`config.mk`:
```
export PLATFORM = sky130hd
export DESIGN_NAME = ballot_unit
export DESIGN_NICKNAME = d
export VERILOG_FILES = /design/src/rtl/voting_pkg.sv /design/src/rtl/btn_debouncer.sv /design/src/rtl/ballot_unit.sv
export SDC_FILE = /design/constraint.sdc
export NUM_CORES = 1
export LEC_CHECK = 0
export ABC_AREA = 0
export CAP_MARGIN = 15
export CORE_UTILIZATION = 53
export DETAILED_ROUTE_END_ITERATION = 8
export GPL_TIMING_DRIVEN = 0
export HOLD_SLACK_MARGIN = 0.02
export PLACE_DENSITY = 0.81
export SYNTH_ARGS = -nofsm -noshare
export SYNTH_HDL_FRONTEND = slang
export SYNTH_SLANG_ARGS = --single-unit
```
`constraint.sdc`:
```
create_clock -name clk -period 2.7 [get_ports clk]
set_input_delay 0.54 -clock clk [delete_from_list [all_inputs] [get_ports clk]]
set_output_delay 0.54 -clock clk [all_outputs]
set_load 0.05 [all_outputs]
```
`src/rtl/voting_pkg.sv`:
```
// Shared types for the ballot front end: FSM states, one-hot candidate
// encoding, counter width and small candidate-vector helpers.
package voting_pkg;

  typedef enum logic [1:0] {
    IDLE    = 2'd0,
    ARMED   = 2'd1,
    CAST    = 2'd2,
    RELEASE = 2'd3
  } ballot_state_t;

  typedef logic [2:0] candidate_t;

  localparam candidate_t CAND_NONE = 3'b000;
  localparam candidate_t CAND_A    = 3'b001;
  localparam candidate_t CAND_B    = 3'b010;
  localparam candidate_t CAND_C    = 3'b100;

  localparam int BALLOT_CNT_W = 8;

  // True when exactly one candidate button is down.
  function automatic logic is_one_hot(input candidate_t c);
    logic r;
    case (c)
      CAND_A, CAND_B, CAND_C: r = 1'b1;
      default:                r = 1'b0;
    endcase
    return r;
  endfunction

  // True when two or more candidate buttons are down.
  function automatic logic is_multi_hot(input candidate_t c);
    return (c != CAND_NONE) && !is_one_hot(c);
  endfunction

endpackage

```
`src/rtl/btn_debouncer.sv`:
```
// One raw button: 2-flop synchronizer followed by a counting debouncer that
// accepts a level change only after DEBOUNCE_CYCLES consecutive differing cycles.
module btn_debouncer #(
  parameter int DEBOUNCE_CYCLES = 4
) (
  input  logic clk,
  input  logic reset,
  input  logic btn_i,
  output logic level_o
);

  localparam int CNT_W = $clog2(DEBOUNCE_CYCLES + 1);
  localparam logic [CNT_W-1:0] CNT_LAST = CNT_W'(DEBOUNCE_CYCLES - 1);
  localparam logic [CNT_W-1:0] CNT_ONE  = CNT_W'(1);

  logic [1:0]       sync_q;
  logic             level_q, level_d;
  logic [CNT_W-1:0] cnt_q, cnt_d;
  logic             sync_s;

  assign sync_s = sync_q[1];

  // NOTE: every variable gets a default at the top of an always_comb block,
  // so no path leaves it unassigned and no latch is inferred.
  always_comb begin
    level_d = level_q;
    cnt_d   = '0;
    if (sync_s != level_q) begin
      if (cnt_q == CNT_LAST) begin
        level_d = sync_s;
      end else begin
        cnt_d = cnt_q + CNT_ONE;
      end
    end
  end

  // NOTE: state registers use non-blocking assignments so every flop samples
  // the pre-edge values, independent of statement order.
  always_ff @(posedge clk) begin
    if (!reset) begin
      sync_q  <= 2'b00;
      level_q <= 1'b0;
      cnt_q   <= '0;
    end else begin
      // btn_i is asynchronous; only sync_q[1] is ever consumed downstream.
      sync_q  <= {sync_q[0], btn_i};
      level_q <= level_d;
      cnt_q   <= cnt_d;
    end
  end

  assign level_o = level_q;

endmodule

```
`src/rtl/ballot_unit.sv`:
```
// Voter-side ballot front end: debounced keypad, officer arm, one clean
// one-hot vote pulse per armed ballot. Build option: BALLOT_COUNT_EN enables
// the ballots_cast counter; otherwise ballots_cast is tied to zero.
module ballot_unit
  import voting_pkg::*;
#(
  parameter int DEBOUNCE_CYCLES = 4
) (
  input  logic                    clk,
  input  logic                    reset,
  input  logic                    arm,
  input  logic                    btn_A,
  input  logic                    btn_B,
  input  logic                    btn_C,
  output logic                    vote_A,
  output logic                    vote_B,
  output logic                    vote_C,
  output logic                    ready,
  output logic                    error_multi,
  output logic [BALLOT_CNT_W-1:0] ballots_cast
);

  candidate_t    pressed;
  ballot_state_t state_q, state_d;
  candidate_t    vote_q, vote_d;

  btn_debouncer #(.DEBOUNCE_CYCLES(DEBOUNCE_CYCLES)) u_deb_a (
    .clk     (clk),
    .reset   (reset),
    .btn_i   (btn_A),
    .level_o (pressed[0])
  );

  btn_debouncer #(.DEBOUNCE_CYCLES(DEBOUNCE_CYCLES)) u_deb_b (
    .clk     (clk),
    .reset   (reset),
    .btn_i   (btn_B),
    .level_o (pressed[1])
  );

  btn_debouncer #(.DEBOUNCE_CYCLES(DEBOUNCE_CYCLES)) u_deb_c (
    .clk     (clk),
    .reset   (reset),
    .btn_i   (btn_C),
    .level_o (pressed[2])
  );

  // vote_q doubles as the latched candidate: it is loaded on entry to CAST
  // and cleared on every other cycle, so the strobe is exactly one cycle wide.
  always_comb begin
    state_d = state_q;
    vote_d  = CAND_NONE;
    case (state_q)
      IDLE: begin
        if (arm) state_d = ARMED;
      end
      ARMED: begin
        if (is_one_hot(pressed)) begin
          vote_d  = pressed;
          state_d = CAST;
        end
      end
      CAST: begin
        state_d = RELEASE;
      end
      RELEASE: begin
        if (pressed == CAND_NONE) state_d = IDLE;
      end
      default: begin
        state_d = IDLE;
      end
    endcase
  end

  always_ff @(posedge clk) begin
    if (!reset) begin
      state_q <= IDLE;
      vote_q  <= CAND_NONE;
    end else begin
      state_q <= state_d;
      vote_q  <= vote_d;
    end
  end

  assign vote_A      = vote_q[0];
  assign vote_B      = vote_q[1];
  assign vote_C      = vote_q[2];
  assign ready       = (state_q == ARMED);
  assign error_multi = (state_q == ARMED) && is_multi_hot(pressed);

`ifdef BALLOT_COUNT_EN
  logic [BALLOT_CNT_W-1:0] cnt_q, cnt_d;

  // Counts the CAST cycle itself; wraps 255 -> 0 by natural overflow.
  always_comb begin
    cnt_d = cnt_q;
    if (state_q == CAST) cnt_d = cnt_q + BALLOT_CNT_W'(1);
  end

  always_ff @(posedge clk) begin
    if (!reset) begin
      cnt_q <= '0;
    end else begin
      cnt_q <= cnt_d;
    end
  end

  assign ballots_cast = cnt_q;
`else
  assign ballots_cast = '0;
`endif

endmodule

```
==> results of run 1 <==
-- cell usage after synthesis --
library cell	instances
dfxtp_1	23
ha_1	10
inv_1	9
nor2_1	9
buf_4	8
and2_1	6
mux2i_1	5
nand2_1	5
xor2_1	4
nand3b_1	3
nor2b_1	3
nor4b_1	3
buf_6	2
o21ai_0	2
a21boi_0	1
a222oi_1	1
buf_2	1
clkbuf_1	1
conb_1	1
o21ai_1	1
or3_1	1
-- layer usage --
metal / routed length, microns / vias to the layer above / share of wire / global-route usage
met1: 585 / 278 / 0.47 / 0.161
li1: - / 345 / - / -
met3: 62 / 4 / 0.050 / 0.0480
met2: 563 / 17 / 0.46 / 0.241
met4: 24 / 0 / 0.019 / 0.0909
met5: 0 / - / 0 / 0
-- path summary, 6_finish.rpt --
path	depth (start not counted)	start	endpoint	slack [ns]
max reg2reg	5	u_deb_c.level_o$_SDFFE_PN0P_	state_q[1]$_SDFFE_PN0P_	1.14
min reg2reg	1	u_deb_c.cnt_q[0]$_SDFF_PP0_	u_deb_c.cnt_q[0]$_SDFF_PP0_	0.43
max	4	state_q[1]$_SDFFE_PN0P_	error_multi	0.21
min	1	u_deb_c.cnt_q[0]$_SDFF_PP0_	u_deb_c.cnt_q[0]$_SDFF_PP0_	0.43
-- power by group --
part	internal [mW]	total [mW]	switching, mW
sequential	0.358	0.372	0.0145
combinational	0.0661	0.163	0.0971
clock	0.0553	0.156	0.101
-- worst reg2reg max path: stages, from the launching register on --
cell	delay, ns
dfxtp_1	0.32
buf_2	0.16
o21ai_0	0.21
o21ai_1	0.10
a222oi_1	0.46
mux2i_1	0.24
-- registers in the layout, indices dropped and copies added (netlist names) --
name / count
u_deb_a.sync_q: 2
state_q: 2
u_deb_c.level_o: 1
u_deb_a.cnt_q: 3
vote_q: 3
u_deb_b.level_o: 1
u_deb_c.cnt_q: 3
u_deb_a.level_o: 1
u_deb_b.cnt_q: 3
u_deb_c.sync_q: 2
u_deb_b.sync_q: 2
-- logic make-up after synthesis --
group,Yosys count,share of synthesized area
other,1,0.00377
adder cells (fa/ha/maj),10,0.126
flip-flops,23,0.462
AO/OA/AOI/OAI,5,0.0327
XOR/XNOR,4,0.0352
AND/OR/NAND/NOR,30,0.165
multiplexers,5,0.0503
buffers and inverters,21,0.126
-- final cells by class --
class,instances,area (sq um)
Clock buffer,3,22.5
Timing Repair Buffer,10,100
Multi-Input combinational cell,62,437
Clock inverter,1,5.00
Inverter,9,33.8
Tap cell,25,31.3
Sequential cell,23,460
Buffer,12,91.3
Fill cell,154,564
-- through the flow --
step / util / cells / power [mW] / hold WS [ns] / area, sq um
2_1_floorplan: - / 106 / 0.509 / 0.399 / 1020
3_5_place_dp: 0.661 / 141 / 0.544 / 0.411 / 1150
5_1_grt: 0.677 / 145 / 0.730 / 0.438 / 1180
4_1_cts: 0.677 / 145 / 0.699 / 0.429 / 1180
3_3_place_gp: 0.661 / 141 / 0.537 / 0.407 / 1150
6_report: 0.677 / 145 / 0.692 / 0.427 / 1180
==> qor.yml, run 1 <==
drt-pass1-iter-count: 4
cts_tree: "done"
rsz0062_at_grt: "false"
final_net_count: 137
critPathLaunchType: "flop"
period_share: 0.922
die_w_microns: 45.4
power.density_nw_per_um2: 586
via_per_inst: 4.44
diodes: 0
syn_avg_cell_area_sq_um: 10.1
skew_ns: 0.00652
grt_pass1_wl_microns: 2050
slew_violations: 0
maxCapViolations: 0
worstSetupPathType: "flop to output port"
die_h_microns: 45.4
ys_types: 21
cts_setup_buffers: 0
drc: 0
synthToLayoutAreaGrowth_pct: 18.6
grt_antenna_before_repair: 0
required_ns: 2.16
vias: 644
ys_ff_latch: 23
synth_warnings: 0
path_cells: "inv_1, ha_1, a21boi_0, clkdlybuf4s50_1"
cts_resized: 0
root_buffer: "clkbuf_4"
pin_count: 19
grt_overflow: 0
place_ws_ns: 0.547
final_cell_mix: "23 x dfxtp_1, 10 x ha_1, 10 x clkdlybuf4s50_1"
clockBufferDepth: 2
hold_path.class: "flop to flop"
critPathTopFamily: "buffers and inverters"
worst-path-buf-inv: 2
yosys.area.top_type: "dfxtp_1"
start_util: 0.571
htreeDepth: 1
outcome: "finished clean"
seq_area_frac_synth: 0.462
place_hpwl_microns: 951
grt_pass1_vias: 533
insertion_delay_ns: 0.31
finalSetupViolCount: 0
core_area_sq_um: 1750
ant_nets: 0
dr.first_iter.drc_count: 8
max_freq_ghz: 0.402
num_rows: 15
leakage_nw: 0.533
portBuffers: 10
post_drt_wl_per_cell_microns: 8.52
drive_gt1_frac: 0.125
critPathMaxStageDelay_ns: 0.82
clock-sinks: 23
grt_max_degree: 14
grtUsageTotal: 0.146
critPathSlowestCell: "clkdlybuf4s50_1"
layout_commonest_cell: "dfxtp_1"
wl_microns: 1240
dieArea_sq_um: 2060
postCtsHoldBufs: 0
syn_area_sq_um: 996
netlist_instances: 99
endpoint_kind: "output port"
ys_top_cells_by_area: "dfxtp_1 46%, ha_1 13%, buf_4 6.0%"
routabilityCongestion: 0.714
vdd_ir_drop_max_uv: 490
cp.arrival_ns: 1.95
setup_ws_ns: 0.211
clkSlewWorstSetupHoldPaths_ns: 0.12
period_needed_ns: 2.49
synth_top_area_share: 0.462
timing.final.hold_violations: 0
cts_buffers: 3
final.setup.tns_ns: 0
crit_fanout: 4
(Power assumes the default switching activity.)
==> inputs of run 2 (changes only) <==
--- a/config.mk
+++ b/config.mk
@@ -7,11 +7,13 @@
 export LEC_CHECK = 0
 export ABC_AREA = 0
 export CAP_MARGIN = 15
-export CORE_UTILIZATION = 53
+export CORE_UTILIZATION = 60
 export DETAILED_ROUTE_END_ITERATION = 8
+export DONT_BUFFER_PORTS = 1
 export GPL_TIMING_DRIVEN = 0
 export HOLD_SLACK_MARGIN = 0.02
-export PLACE_DENSITY = 0.81
+export PLACE_DENSITY = 0.76
 export SYNTH_ARGS = -nofsm -noshare
 export SYNTH_HDL_FRONTEND = slang
+export SYNTH_HIERARCHICAL = 1
 export SYNTH_SLANG_ARGS = --single-unit
==> run 2 against run 1 <==
Non-clock buffer count is 14 lower. Clock-buffer cell count is 1 higher. Maximum frequency is 2.2% higher. Design area is 10% lower. Total power is 3.6% lower. Synthesized cell count is 10% lower. Worst setup slack better by 0.054 ns. Hold slack worse by 0.075 ns. Critical path depth is 1 lower. Cell count is 20% lower. Sequential power hardly changed. Utilization is 2.1 points higher. Critical path type unchanged.
==> qor.yml, run 2 <==
final_cell_mix: "23 x dfxtp_1, 10 x ha_1, 9 x nor4b_1"
maxCapViolations: 0
rsz0062_at_grt: "false"
max_freq_ghz: 0.411
die_h_microns: 42.6
via_per_inst: 5.31
switchingPower_mw: 0.199
path_cells: "inv_1, ha_1, a21boi_2"
p_seq_frac: 0.559
dieArea_sq_um: 1810
outcome: "finished clean"
synth-edff-count: 0
endpoint_kind: "output port"
finalSetupViolCount: 0
final_net_count: 117
p_int_mw: 0.468
slew_violations: 0
tightest_slew_ns: 0.619
routabilityCongestion: 0.625
synth.area.mux_share: 0.0507
max_slew_margin: 0.585
critPathMaxStageDelay_ns: 0.62
critPathSlowestCell: "a21boi_2"
synth_top_area_share: 0.466
drt-pass1-iter-count: 5
grt_pass1_vias: 548
place_hpwl_microns: 975
timing.final.hold_violations: 0
clkSlewWorstSetupHoldPaths_ns: 0.11
ant_nets: 0
r2r_slack_ns: 0.95
ys_ff_latch: 23
synth_warnings: 6
required_ns: 2.16
cts_buffers: 3
ys_top_cells_by_area: "dfxtp_1 47%, ha_1 13%, nor4b_1 8.0%"
root_buffer: "clkbuf_4"
critPathTopFamily: "compound AO/OA/AOI/OAI gates"
yosys.cell_count.top_type: "dfxtp_1"
vdd_ir_drop_max_uv: 413
die_w_microns: 42.6
place_area_sq_um: 1030
cp.arrival_ns: 1.89
portBuffers: 0
grt_max_degree: 24
synth_top_family_by_area: "simple AND/OR/NAND/NOR gates"
netlist_instances: 89
leakage_nw: 0.449
setup_ws_ns: 0.265
insertion_delay_ns: 0.30
cp.depth: 3
grt_overflow: 0
crit_start: "state_q[1]$_SDFFE_PN0P_"
crit_fanout: 4
post_drt_wl_per_cell_microns: 11.1
power.density_nw_per_um2: 627
worst-path-buf-inv: 1
synth-compound-area-share: 0.0330
htreeDepth: 1
clock-sinks: 23
grt_antenna_before_repair: 0
hold_path.class: "input pin to flop"
period_share: 0.902
worstRegToRegCells: 4
cts_tree: "done"
skew_ns: 0.00190
synth-xor-area-share: 0.0355
ys_types: 17
syn_area_sq_um: 987
dr.first_iter.drc_count: 4
cp-endpoint: "error_multi"
drc: 0
design_area_sq_um: 1060
syn_avg_cell_area_sq_um: 11.1
cts_setup_buffers: 0
place_ws_ns: 0.315
synthAdderAreaFrac: 0.127
synthToLayoutAreaGrowth_pct: 7.73
worstSetupPathType: "flop to output port"
layout_commonest_cell: "dfxtp_1"
seq_area_frac_synth: 0.466
core_area_sq_um: 1520
pin_count: 19
num_rows: 14
clockBufferDepth: 2
synth_flop_cell: "dfxtp_1"
grt_pass1_wl_microns: 2160
clkPwrFrac: 0.222
start_util: 0.648
synthTopCellsByCount: "23 x dfxtp_1, 10 x ha_1, 9 x nor4b_1"
critPathLaunchType: "flop"
regToRegStartpoint: "state_q[1]$_SDFFE_PN0P_"
vias: 616
switching_share: 0.298
yosys.area.top_type: "dfxtp_1"
synthSimpleGateAreaFrac: 0.200
wl_microns: 1280
r2r-end: "state_q[0]$_SDFFE_PN0P_"
period_needed_ns: 2.43
async_reset_ff_frac: 0
drive_gt1_frac: 0.150
diodes: 0
grtUsageTotal: 0.159
p_comb_frac: 0.219
[run 2: cell types whose count changed in the layout (fill, tap and decap cells not counted), sizes merged]
cell	delta
clkinv	-1
buf	-3
inv	-3
nand3b	-3
nor4b	+6
nor2	-9
xor2	-3
xnor2	+3
clkdlybuf4s50	-10
and4bb	+3
[run 2: power by group through the flow]
stage	Sequential, mW	Combinational, mW	Clock [mW]
2_1_floorplan	0.377	0.131	0
3_3_place_gp	0.379	0.140	0
3_5_place_dp	0.381	0.145	0
4_1_cts	0.373	0.146	0.155
5_1_grt	0.376	0.160	0.164
6_report	0.373	0.146	0.148
[run 2: layout make-up]
class                   count  area, sq um
multi-input cells          59          474
flip-flops and latches     23          460
fillers                   110          460
plain buffers               8         60.1
clock buffers               4         26.3
inverters                   6         22.5
well taps                  16         20.0
[run 2: worst register-to-register path, stage by stage, from the launching register on]
cell	delay, ns
dfxtp_1	0.40
inv_1	0.08
ha_1	0.40
a222oi_1	0.56
mux2i_1	0.25
[run 2: what timing repair did]
action                                  in CTS  in global routing
endpoints found under the hold margin        0                  0
hold buffers                                 0                  0
endpoints found under the setup margin       1                  0
resized for setup                            1                  0
[run 2: stage by stage]
| step | power (mW) | util | hold WS, ns | instances | TNS, ns |
|---|---|---|---|---|---|
| floorplan | 0.508 | - | 0.407 | 96 | 0 |
| detailed placement | 0.526 | 0.678 | 0.423 | 112 | 0 |
| global route | 0.700 | 0.698 | 0.339 | 116 | 0 |
| global placement | 0.519 | 0.678 | 0.414 | 112 | -0.0362 |
| CTS | 0.674 | 0.698 | 0.342 | 116 | 0 |
| finish | 0.666 | 0.698 | 0.352 | 116 | 0 |
[run 2: worst min-delay path by stage]
stage	start	to	slack (ns)	cells after the start
finish	reset	u_deb_c/sync_q[0]$_SDFF_PN0_	0.35	1
global route	reset	u_deb_a/sync_q[0]$_SDFF_PN0_	0.34	1
global placement	u_deb_a/cnt_q[0]$_SDFF_PP0_	u_deb_a/cnt_q[0]$_SDFF_PP0_	0.41	1
detailed placement	u_deb_a/cnt_q[0]$_SDFF_PP0_	u_deb_a/cnt_q[0]$_SDFF_PP0_	0.42	1
CTS	reset	u_deb_c/sync_q[0]$_SDFF_PN0_	0.34	1
floorplan	u_deb_a/cnt_q[0]$_SDFF_PP0_	u_deb_a/cnt_q[0]$_SDFF_PP0_	0.41	1
[run 2: logic make-up after synthesis]
group | Yosys count
xor+xnor | 4
compound gates | 5
buf+inv | 14
other cells | 1
simple gates | 27
fa+ha+maj | 10
mux | 5
flops | 23
[run 2: per-layer routing]
metal	track usage	share of wire	vias up
met4	0.0938	0.018	0
li1	-	-	311
met2	0.255	0.46	22
met5	0	0	-
met1	0.189	0.45	279
met3	0.0431	0.076	4
==> inputs of run 3 (changes only) <==
--- a/config.mk
+++ b/config.mk
@@ -13,7 +13,7 @@
 export GPL_TIMING_DRIVEN = 0
 export HOLD_SLACK_MARGIN = 0.02
 export PLACE_DENSITY = 0.76
+export RECOVER_POWER = 25
 export SYNTH_ARGS = -nofsm -noshare
 export SYNTH_HDL_FRONTEND = slang
-export SYNTH_HIERARCHICAL = 1
 export SYNTH_SLANG_ARGS = --single-unit
==> run 3 against run 2 <==
Cell count increased by 8.6%. Hold slack improved by 0.011 ns. Combinational power about the same. Register-to-register slack about the same. Global-route usage decreased by 0.095 points. Wire length decreased by 2.9%. Clock skew about the same. Sequential share of layout area decreased by 0.35 points. Via count decreased by 1.3%. Die area increased by 0.85%. Non-clock buffer count increased by 4. First-iteration DRC count decreased by 25%. Largest cell class is now flip-flops and latches.
==> qor.yml, run 3 (synthesis gave the netlist of run 1 again) <==
diodes: 0
vias: 608
synthToLayoutAreaGrowth_pct: 7.66
fin_util: 0.704
vdd_ir_drop_max_uv: 430
r2r-end: "state_q[0]$_SDFFE_PN0P_"
drt-pass1-iter-count: 4
period_needed_ns: 2.40
route.met2.wl_microns: 594
top_layer_used: "met4"
postCtsHoldBufs: 0
regToRegStartpoint: "state_q[1]$_SDFFE_PN0P_"
cts_tree: "done"
portBuffers: 0
clockBufferDepth: 2
worst-path-buf-inv: 0
path_cells: "ha_1, a21boi_2"
skew_ns: 0.00161
slew_violations: 0
max_slew_margin: 0.597
endpoint_kind: "output port"
ant_nets: 0
insertion_delay_ns: 0.29
max_freq_ghz: 0.417
cts_setup_buffers: 0
layout_commonest_cell: "dfxtp_1"
period_share: 0.887
wirelength_met1_microns: 561
cp-endpoint: "error_multi"
wl_microns: 1250
grt_pass1_vias: 552
critPathMaxStageDelay_ns: 0.61
grt_overflow: 0
tightest_slew_ns: 0.601
dieArea_sq_um: 1830
cp.depth: 2
die_h_microns: 42.7
crit_start: "state_q[0]$_SDFFE_PN0P_"
final_net_count: 127
root_buffer: "clkbuf_4"
cts_buffers: 3
final_cell_mix: "23 x dfxtp_1, 10 x ha_1, 9 x inv_1, 9 x nor2_1"
outcome: "finished clean"
maxCapViolations: 0
critPathTopFamily: "compound AO/OA/AOI/OAI gates"
required_ns: 2.16
grt_max_degree: 13
leakage_nw: 0.492
core_area_sq_um: 1520
routabilityCongestion: 0.714
dr.first_iter.drc_count: 3
die_w_microns: 42.7
num_rows: 14
final.setup.tns_ns: 0
cp.arrival_ns: 1.86
clock-sinks: 23
pin_count: 19
place_area_sq_um: 1040
grt_antenna_before_repair: 0
grt_pass1_wl_microns: 2200
r2r_slack_ns: 0.95
dr_wl_met3_microns: 77
critPathSlowestCell: "a21boi_2"
rsz0062_at_grt: "false"
htreeDepth: 1
via_per_inst: 4.83
place_ws_ns: 0.359
place_inst: 122
cts_resized: 0
critPathLaunchType: "flop"
grtUsageTotal: 0.158
instances_no_fill: 126
drc: 0
clkSlewWorstSetupHoldPaths_ns: 0.12
timing.final.hold_violations: 0
drive_gt1_frac: 0.136
power.density_nw_per_um2: 622
place_hpwl_microns: 966
hold_path.class: "input pin to flop"
setup_ws_ns: 0.304
worstRegToRegCells: 4
post_drt_wl_per_cell_microns: 9.90
finalSetupViolCount: 0
crit_fanout: 4
start_util: 0.654
design_area_sq_um: 1070
worstSetupPathType: "flop to output port"
run 3: through the flow:
stage	hold slack, ns	total power, mW
after floorplan	0.399	0.509
after global placement	0.408	0.520
after detailed placement	0.416	0.525
after CTS	0.356	0.673
after global routing	0.343	0.701
final	0.364	0.667
run 3: worst reg2reg max path, delay by kind of cell, from the launching register on:
family / cells / cell delay (ns)
adders and majority gates: 1 / 0.39
buffers and inverters: 1 / 0.08
muxes: 1 / 0.24
DFF: 1 / 0.39
AOI/OAI and AO/OA: 1 / 0.59
run 3: cell type report:
type,count,area (sq um)
sequential,23,460
multi-input combinational,62,440
buffer,12,91.3
tap,16,20.0
clock buffer,4,26.3
fill,127,452
inverter,9,33.8
run 3: worst min-delay path by stage:
stage,from,to,slack (ns),cells past startpoint
6_report,btn_B,u_deb_b.sync_q[0]$_SDFF_PN0_,0.36,1
3_5_place_dp,u_deb_a.cnt_q[0]$_SDFF_PP0_,u_deb_a.cnt_q[0]$_SDFF_PP0_,0.42,1
3_3_place_gp,u_deb_c.cnt_q[0]$_SDFF_PP0_,u_deb_c.cnt_q[0]$_SDFF_PP0_,0.41,1
5_1_grt,btn_B,u_deb_b.sync_q[0]$_SDFF_PN0_,0.34,1
2_1_floorplan,u_deb_a.cnt_q[0]$_SDFF_PP0_,u_deb_a.cnt_q[0]$_SDFF_PP0_,0.40,1
4_1_cts,btn_A,u_deb_a.sync_q[0]$_SDFF_PN0_,0.36,1
run 3: layer usage:
| metal | global-route usage | vias to the layer above |
|---|---|---|
| met5 | 0 | - |
| met4 | 0.0563 | 0 |
| met3 | 0.0426 | 2 |
| met2 | 0.279 | 18 |
| met1 | 0.181 | 264 |
| li1 | - | 324 |
run 3: report_power, final:
part / switching, mW / leakage, nW / internal [mW]
clock network: 0.0918 / 0.0150 / 0.0574
logic: 0.0929 / 0.290 / 0.0515
registers: 0.0155 / 0.187 / 0.357
total: 0.200 / 0.492 / 0.466
